<file path="src/rtl/piezo_alert_sched.sv">
// Piezo alert scheduler: arbitrates three alert classes and plays their beep bursts
// within a fixed repeat period. Optional mute input via `define PIEZO_MUTE_EN.
module piezo_alert_sched #(
    parameter int TONE_HALF  = 5000,
    parameter int BEEP_CYC   = 5_000_000,
    parameter int GAP_CYC    = 5_000_000,
    parameter int PERIOD_CYC = 100_000_000,
    parameter int CNT_W      = 27
) (
    input  logic       clk,
    input  logic       rst,
    input  logic       ovr_spd,
    input  logic       batt_low,
    input  logic       moving,
`ifdef PIEZO_MUTE_EN
    input  logic       mute,
`endif
    output logic       audio_o,
    output logic       audio_o_n,
    output logic [1:0] active_cls,
    output logic       busy
);

    // state | meaning
    // IDLE  | no pattern, outputs silent
    // BEEP  | tone gated onto the piezo for BEEP_CYC cycles
    // GAP   | silence between beeps of one burst
    // HOLD  | burst done (or muted), silent until the period wraps
    typedef enum logic [1:0] {
        S_IDLE = 2'd0,
        S_BEEP = 2'd1,
        S_GAP  = 2'd2,
        S_HOLD = 2'd3
    } state_t;

    localparam logic [CNT_W-1:0] PERIOD_LAST = CNT_W'(PERIOD_CYC - 1);
    localparam logic [CNT_W-1:0] BEEP_LAST   = CNT_W'(BEEP_CYC - 1);
    localparam logic [CNT_W-1:0] GAP_LAST    = CNT_W'(GAP_CYC - 1);
    localparam logic [CNT_W-1:0] TONE_LAST   = CNT_W'(TONE_HALF - 1);

    state_t           state_q, state_d;
    logic [CNT_W-1:0] pcnt_q, pcnt_d;
    logic [CNT_W-1:0] phase_q, phase_d;
    logic [CNT_W-1:0] tone_q, tone_d;
    logic             lvl_q, lvl_d;
    logic [1:0]       idx_q, idx_d;
    logic [1:0]       cls_q, cls_d;
    logic             audio_q, audio_d;
    logic             audio_n_q, audio_n_d;
    logic             busy_q, busy_d;

    logic             mute_eff;
    logic [1:0]       win;
    logic [1:0]       n_beeps;
    logic             start;

`ifdef PIEZO_MUTE_EN
    assign mute_eff = mute;
`else
    assign mute_eff = 1'b0;
`endif

    always_comb begin
        win = 2'd0;
        if (ovr_spd)                    win = 2'd3;
        else if (batt_low)              win = 2'd2;
        else if (moving && !mute_eff)   win = 2'd1;
    end

    // Class number doubles as the number of beeps per period.
    assign n_beeps = cls_q;

    always_comb begin
        state_d = state_q;
        pcnt_d  = pcnt_q;
        phase_d = phase_q;
        tone_d  = tone_q;
        lvl_d   = lvl_q;
        idx_d   = idx_q;
        cls_d   = cls_q;
        start   = 1'b0;

        if (state_q == S_IDLE) begin
            start = (win != 2'd0);
        end else if (pcnt_q == PERIOD_LAST) begin
            if (win != 2'd0) begin
                start = 1'b1;
            end else begin
                state_d = S_IDLE;
                pcnt_d  = '0;
                phase_d = '0;
                tone_d  = '0;
                lvl_d   = 1'b0;
                idx_d   = 2'd0;
                cls_d   = 2'd0;
            end
        end else if (ovr_spd && cls_q != 2'd3) begin
            start = 1'b1;
        end else begin
            pcnt_d = pcnt_q + 1'b1;
            if (mute_eff && cls_q == 2'd1 && state_q != S_HOLD) begin
                state_d = S_HOLD;
            end else begin
                case (state_q)
                    S_BEEP: begin
                        if (tone_q == '0) begin
                            tone_d = TONE_LAST;
                            lvl_d  = ~lvl_q;
                        end else begin
                            tone_d = tone_q - 1'b1;
                        end
                        if (phase_q == '0) begin
                            if ((idx_q + 2'd1) < n_beeps) begin
                                state_d = S_GAP;
                                phase_d = GAP_LAST;
                                idx_d   = idx_q + 2'd1;
                            end else begin
                                state_d = S_HOLD;
                            end
                        end else begin
                            phase_d = phase_q - 1'b1;
                        end
                    end
                    S_GAP: begin
                        if (phase_q == '0) begin
                            state_d = S_BEEP;
                            phase_d = BEEP_LAST;
                            tone_d  = TONE_LAST;
                            lvl_d   = 1'b1;
                        end else begin
                            phase_d = phase_q - 1'b1;
                        end
                    end
                    default: ;
                endcase
            end
        end

        if (start) begin
            state_d = S_BEEP;
            cls_d   = win;
            pcnt_d  = '0;
            phase_d = BEEP_LAST;
            tone_d  = TONE_LAST;
            lvl_d   = 1'b1;
            idx_d   = 2'd0;
        end
    end

    // Outputs are registered from next-state values so they line up with the state.
    always_comb begin
        audio_d   = (state_d == S_BEEP) &&  lvl_d;
        audio_n_d = (state_d == S_BEEP) && !lvl_d;
        busy_d    = (state_d != S_IDLE);
    end

    always_ff @(posedge clk) begin
        if (rst) begin
            state_q   <= S_IDLE;
            pcnt_q    <= '0;
            phase_q   <= '0;
            tone_q    <= '0;
            lvl_q     <= 1'b0;
            idx_q     <= 2'd0;
            cls_q     <= 2'd0;
            audio_q   <= 1'b0;
            audio_n_q <= 1'b0;
            busy_q    <= 1'b0;
        end else begin
            state_q   <= state_d;
            pcnt_q    <= pcnt_d;
            phase_q   <= phase_d;
            tone_q    <= tone_d;
            lvl_q     <= lvl_d;
            idx_q     <= idx_d;
            cls_q     <= cls_d;
            audio_q   <= audio_d;
            audio_n_q <= audio_n_d;
            busy_q    <= busy_d;
        end
    end

    assign audio_o    = audio_q;
    assign audio_o_n  = audio_n_q;
    assign active_cls = cls_q;
    assign busy       = busy_q;

endmodule

</file>
<file path="config.mk">
export PLATFORM = sky130hd
export DESIGN_NAME = piezo_alert_sched
export DESIGN_NICKNAME = d
export VERILOG_FILES = /design/src/rtl/piezo_alert_sched.sv
export SDC_FILE = /design/constraint.sdc
export NUM_CORES = 1
export LEC_CHECK = 0
export CAP_MARGIN = 20
export CORE_ASPECT_RATIO = 0.6
export CORE_MARGIN = 4
export CORE_UTILIZATION = 31
export DETAILED_ROUTE_END_ITERATION = 16
export MAX_ROUTING_LAYER = met4
export PLACE_DENSITY = 0.46
export SLEW_MARGIN = 30
export SYNTH_ARGS = -nofsm -noshare
export SYNTH_HDL_FRONTEND = slang
export SYNTH_SLANG_ARGS = --single-unit
</file>
<file path="constraint.sdc">
create_clock -name clk -period 3.05 [get_ports clk]
set_clock_uncertainty 0.2 [all_clocks]
set_input_delay 0.7625 -clock clk [delete_from_list [all_inputs] [get_ports clk]]
set_output_delay 0.7625 -clock clk [all_outputs]
set_load 0.01 [all_outputs]
</file>
After elaboration in Yosys (flattened, before gate mapping)

Cells that the tools add are included.

Bits of input ports: 5
Logic and storage cells: 108
Register bits after elaboration: 91

Muxes and demuxes: 51
Equal/unequal tests: 15
Bitwise gates (word level): 2
Magnitude comparators: 1
$add $sub $neg: 4
Reductions and logical operators: 23

Operators by type and width:

| operator                | count |
|---|---|
| $mux W27                | 12 |
| $pmux W27 S2            | 2 |
| $logic_not A27 Y1       | 2 |
| $sub A27 B1 Y27 const B | 2 |
| $mux W23                | 2 |
| $mux W2                 | 18 |
| $add A27 B1 Y27 const B | 1 |
| $eq A27 B27 Y1 const B  | 1 |
| $mux W13                | 2 |
| $reduce_and A5 Y1       | 4 |
| $mux W1                 | 13 |
| $reduce_bool A2 Y1      | 6 |
| $ne A2 B2 Y1 const B    | 5 |
| $ne A3 B3 Y1 const B    | 3 |
| $ne A4 B4 Y1 const B    | 2 |
| $reduce_and A3 Y1       | 2 |
| $reduce_and A6 Y1       | 1 |
| $ne A5 B5 Y1 const B    | 1 |
| $eq A2 B1 Y1 const B    | 2 |
| $pmux W2 S2             | 1 |
| $reduce_bool A4 Y1      | 1 |
| $logic_and A1 B1 Y1     | 3 |
| $reduce_bool A3 Y1      | 1 |
| $add A2 B1 Y2 const B   | 1 |
| 7 further kinds         | 8 |

Longest topological paths before layout

Word-level depth: 11
Depth in mapped cells: 12
Mapped depth without buffers: 9

Worst setup path after synthesis

Ideal clock, no wire load.

Path kind: flip-flop to flip-flop
From: register phase_q[0]
To: register tone_q[23]
Arrival: 2492 ps
Buffers on the path: 1
Cell stages (with the launch flop): 11
Slack: 241 ps
Setup time: 117 ps
Cell sequence: dfxtp_1 -> inv_1 -> ha_1 -> or4b_1 -> nor4_1 -> a31o_2 -> a21oi_1 -> buf_2 -> nor4_1 -> xnor2_1 -> nor2_1

Longest elaborated chain between the ends: 3

RTL lines:

| what                        | line | source |
|---|---|---|
| start: declaration          | 43   | `logic [CNT_W-1:0] phase_q, phase_d;` |
| start signal: assignment    | 172  | `phase_q <= phase_d;` |
| $logic_not A27 Y1           | 125  | `if (phase_q == '0) begin` |
| $ne A3 B3 Y1 (no line)      | n/a  |  |
| $reduce_and A5 Y1 (no line) | n/a  |  |
| end signal: assignment      | 173  | `tone_q <= tone_d;` |
| end: declaration            | 44   | `logic [CNT_W-1:0] tone_q, tone_d;` |

Every way passes these cells.
A chain may end at the register's enable or synchronous reset.

Worst setup path after layout

From: register phase_q[5]
To: register phase_q[21]

Longest elaborated chain between the ends: 5
Elaborated cells on any way between the ends: 9
Those cells by class: add/sub: 1; eq/ne: 1; mux: 5; reduce/logical: 2

RTL lines:

| what                                                 | line     | source |
|---|---|---|
| $sub A27 B1 Y27 or $logic_not A27 Y1 (tied branches) | n/a      |  |
| $mux W27, on equally long branches                   | 125, 112 |  |
| $pmux W27 S2                                         | 104      | `case (state_q)` |
| $mux W27                                             | 97       | `end else if (ovr_spd && cls_q != 2'd3) begin` |
| $mux W27                                             | 85       | `end else if (pcnt_q == PERIOD_LAST) begin` |

Parallel ways exist; a longest one is shown, timed or not. The select of a mux whose other input is x is not followed.

==> results.cfg <==
[logic_synthesis]
yosysSeqAreaShare_pct = 38.2
syn_avg_cell_area_sq_um = 8.11
ys.flop_type = dfxtp_1
synth_area_sq_um = 4770
synth-async-reset-ratio_pct = 0
synth_top_area_cell = dfxtp_1
yosys-top-cells-area = dfxtp_1 (38%), nor2_1 (7.8%), xnor2_1 (5.9%)
syn_nets = 600
synth-seq-cells = 91
synth_edf_count = 0
synth_top_area_share_pct = 38.2
yosysUniqueCellTypes = 61
synth_warnings = 0
synthCells = 588

[placed_design]
dpl.hpwl_mm = 9.57
dp.cells = 833
place_congestion = 0.840
io_buffers = 9
dp_slack_ns = -0.165

[critical_path]
slowest_delay_ns = 0.55
path_cells = or4_4 -> or4_1 -> or4_4 -> a31oi_4 -> buf_12 -> nor4_1 -> buf_4 -> xnor2_2 -> nor2_1
cp.required_ns = 3.08
critical-path-top-delay-family = simple AND/OR/NAND/NOR gates
crit_path_frequent_cell = or4_4
crit_arrival_ns = 2.96
end_kind = flip-flop
reg2regPathDepth = 9
cp_slowest_cell = or4_4
critPathLaunchType = flip-flop
worstReg2RegEnd = phase_q[21]
critPathMaxFanout = 15
rrSetupSlack_ns = 0.12
r2r_start = phase_q[5]
critPathKind = flip-flop to flip-flop
cp.buffers_inverters = 2

[cts]
clk_latency_ns = 0.35
cts_root_buf = clkbuf_16
clockBufferDepth = 2
clk_pin_slew_worst_paths_ns = 0.07
cts_tree = done
cts_hold_buf = 0
h-tree-depth = 3
numCtsBuffers = 9
clkSinkCount = 91

[die]
ios = 10
initial_core_util_pct = 32.3
die_area_sq_um = 17500
coreArea_sq_um = 14800
dieHeight_um = 104
die_w_um = 168
rows = 34

[layout]
layout_common_cells = nor2_1 (98), dfxtp_1 (91), buf_4 (61), nand2_1 (38), nor3_1 (34)
fillers = 1484
drive_above_1_share_pct = 17.0
final_common_cell = nor2_1
layout.nets = 659
instances_no_fill = 850
areaGrowthSynthToFinish_pct = 23.8
antenna_cells = 0

[sta]
drv_slew = 0
max_freq_mhz = 342
slew-limit-headroom_pct = 55.6
final.period_utilization_pct = 96.0
timing_worst_slew_pin_value_ns = 0.666
finalSetupViolations = 0
setup_slack_ns = 0.122
fin_crit_ns = 2.93
setup_tns_ns = 0
rsz0062_at_grt = no
finalHoldViolCount = 0
hold_ws_ns = 0.282

[route]
vias = 4332
routed_wl_mm = 12.9
wire_per_inst_um = 15.1
drt-initial-drc-count = 291
detail-route-antenna-nets = 0
post_drt_via_cell_ratio = 5.10
drc = 0
drtPass1Iterations = 5

[grt]
use_met2_pct = 21.0
grt_use_met3_pct = 3.30
grt_use_met1_pct = 23.2
busiest_layer = met1
grt_usage_pct = 15.4
grt_pass1_vias = 4129
grt_overflow_total = 0
grt_pass1_wl_mm = 21.4
antenna_found_initial = 0
grt_max_degree = 26

[power_and_ir_drop]
leakage_nw = 2.13
powerDensity_nw_per_um2 = 502
total_power_mw = 2.96
vdd_drop_max_v = 0.000250

[run_status]
status = finished clean

[worst_hold_path]
whs_path_depth = 2
holdPathEnd = pcnt_q[1]
hold_start = pcnt_q[1]
hold_path.class = flip-flop to flip-flop

[flow_run]
maxCapViolations = 0
[where the power goes]
group	internal, mW	total, mW	switching [mW]
clock network	0.728	1.22	0.496
logic	0.198	0.466	0.268
registers	1.23	1.27	0.0421
[worst min-delay path: cells and delay by family, from the launching register on]
family           cells  cell delay [ns]
flip-flops           1             0.33
AND/OR/NAND/NOR      1             0.06
AO/OA/AOI/OAI        1             0.05
[synth_stat cells, types with 3 or more instances]
master	count
xor2_1	23
ha_1	7
nor4b_1	6
nor2b_1	5
o211ai_1	3
and3_1	9
nor3_1	34
a21o_1	3
buf_2	6
o21ai_0	19
nor4_1	22
a221oi_1	3
and2_1	5
nor2_1	99
or3_1	11
nand2_1	38
and4_1	7
nand2b_1	4
a221oi_2	3
dfxtp_1	91
xnor2_2	3
inv_1	15
a211oi_1	6
a21oi_1	27
a31oi_1	11
clkbuf_1	15
nand3b_1	4
xnor2_1	32
nand4b_1	3
nand3_1	26
nand4_1	7
[worst max-delay path by stage]
stage | endpoint | cells after the start | slack [ns] | startpoint
finish | phase_q[21] | 9 | 0.12 | phase_q[5]
global route | tone_q[23] | 10 | 0.009 | phase_q[1]
CTS | phase_q[16] | 8 | 0.005 | phase_q[5]
detailed placement | pcnt_q[24] | 8 | -0.17 | moving
global placement | tone_q[23] | 8 | -0.15 | ovr_spd
floorplan | tone_q[23] | 10 | 0.24 | phase_q[0]
[flip-flops by register name (all words and copies together) (netlist names)]
name        count
phase_q        27
audio_o         1
lvl_q           1
idx_q           2
active_cls      2
busy            1
audio_o_n       1
tone_q         27
state_q         2
pcnt_q         27
[stage by stage]
stage / util (%) / instance area (sq um)
final: 40.0 / 5900
after global routing: 40.0 / 5900
after CTS: 39.6 / 5840
after detailed placement: 37.3 / 5510
after global placement: 37.3 / 5510
after floorplan: - / 4770
[layer usage]
metal | wire (um) | vias to the layer above
li1 | - | 2211
met1 | 6950 | 2029
met2 | 5240 | 83
met3 | 582 | 9
met4 | 89 | 0
met5 | 0 | -
[cells by family (layout without fill, tap and decap cells)]
| family | count (synthesis) | after routing | share of synthesized area [%] |
|---|---|---|---|
| flip-flops | 91 | 91 | 38.2 |
| multiplexers | 1 | 1 | 0.210 |
| buffers and inverters | 41 | 105 | 3.75 |
| AND/OR/NAND/NOR | 295 | 295 | 31.5 |
| adder cells (fa/ha/maj) | 7 | 7 | 1.84 |
| XOR/XNOR | 58 | 58 | 11.1 |
| AO/OA/AOI/OAI | 95 | 95 | 13.4 |
[cell type report]
type,instances,area [sq um],area share [%]
Clock buffer,10,229,3.88
Clock inverter,6,95.1,1.61
Inverter,15,56.3,0.954
Multi-Input combinational cell,456,2830,47.9
Sequential cell,91,1820,30.9
Tap cell,198,248,4.20
Timing Repair Buffer,74,628,10.6
[what timing repair did]
action                     CTS  global route
setup endpoints to repair   15            22
pin swaps                    1             1
gates resized for setup      2             9
buffers inserted             0             1
No activity file was read; power rests on OpenSTA's default activity.
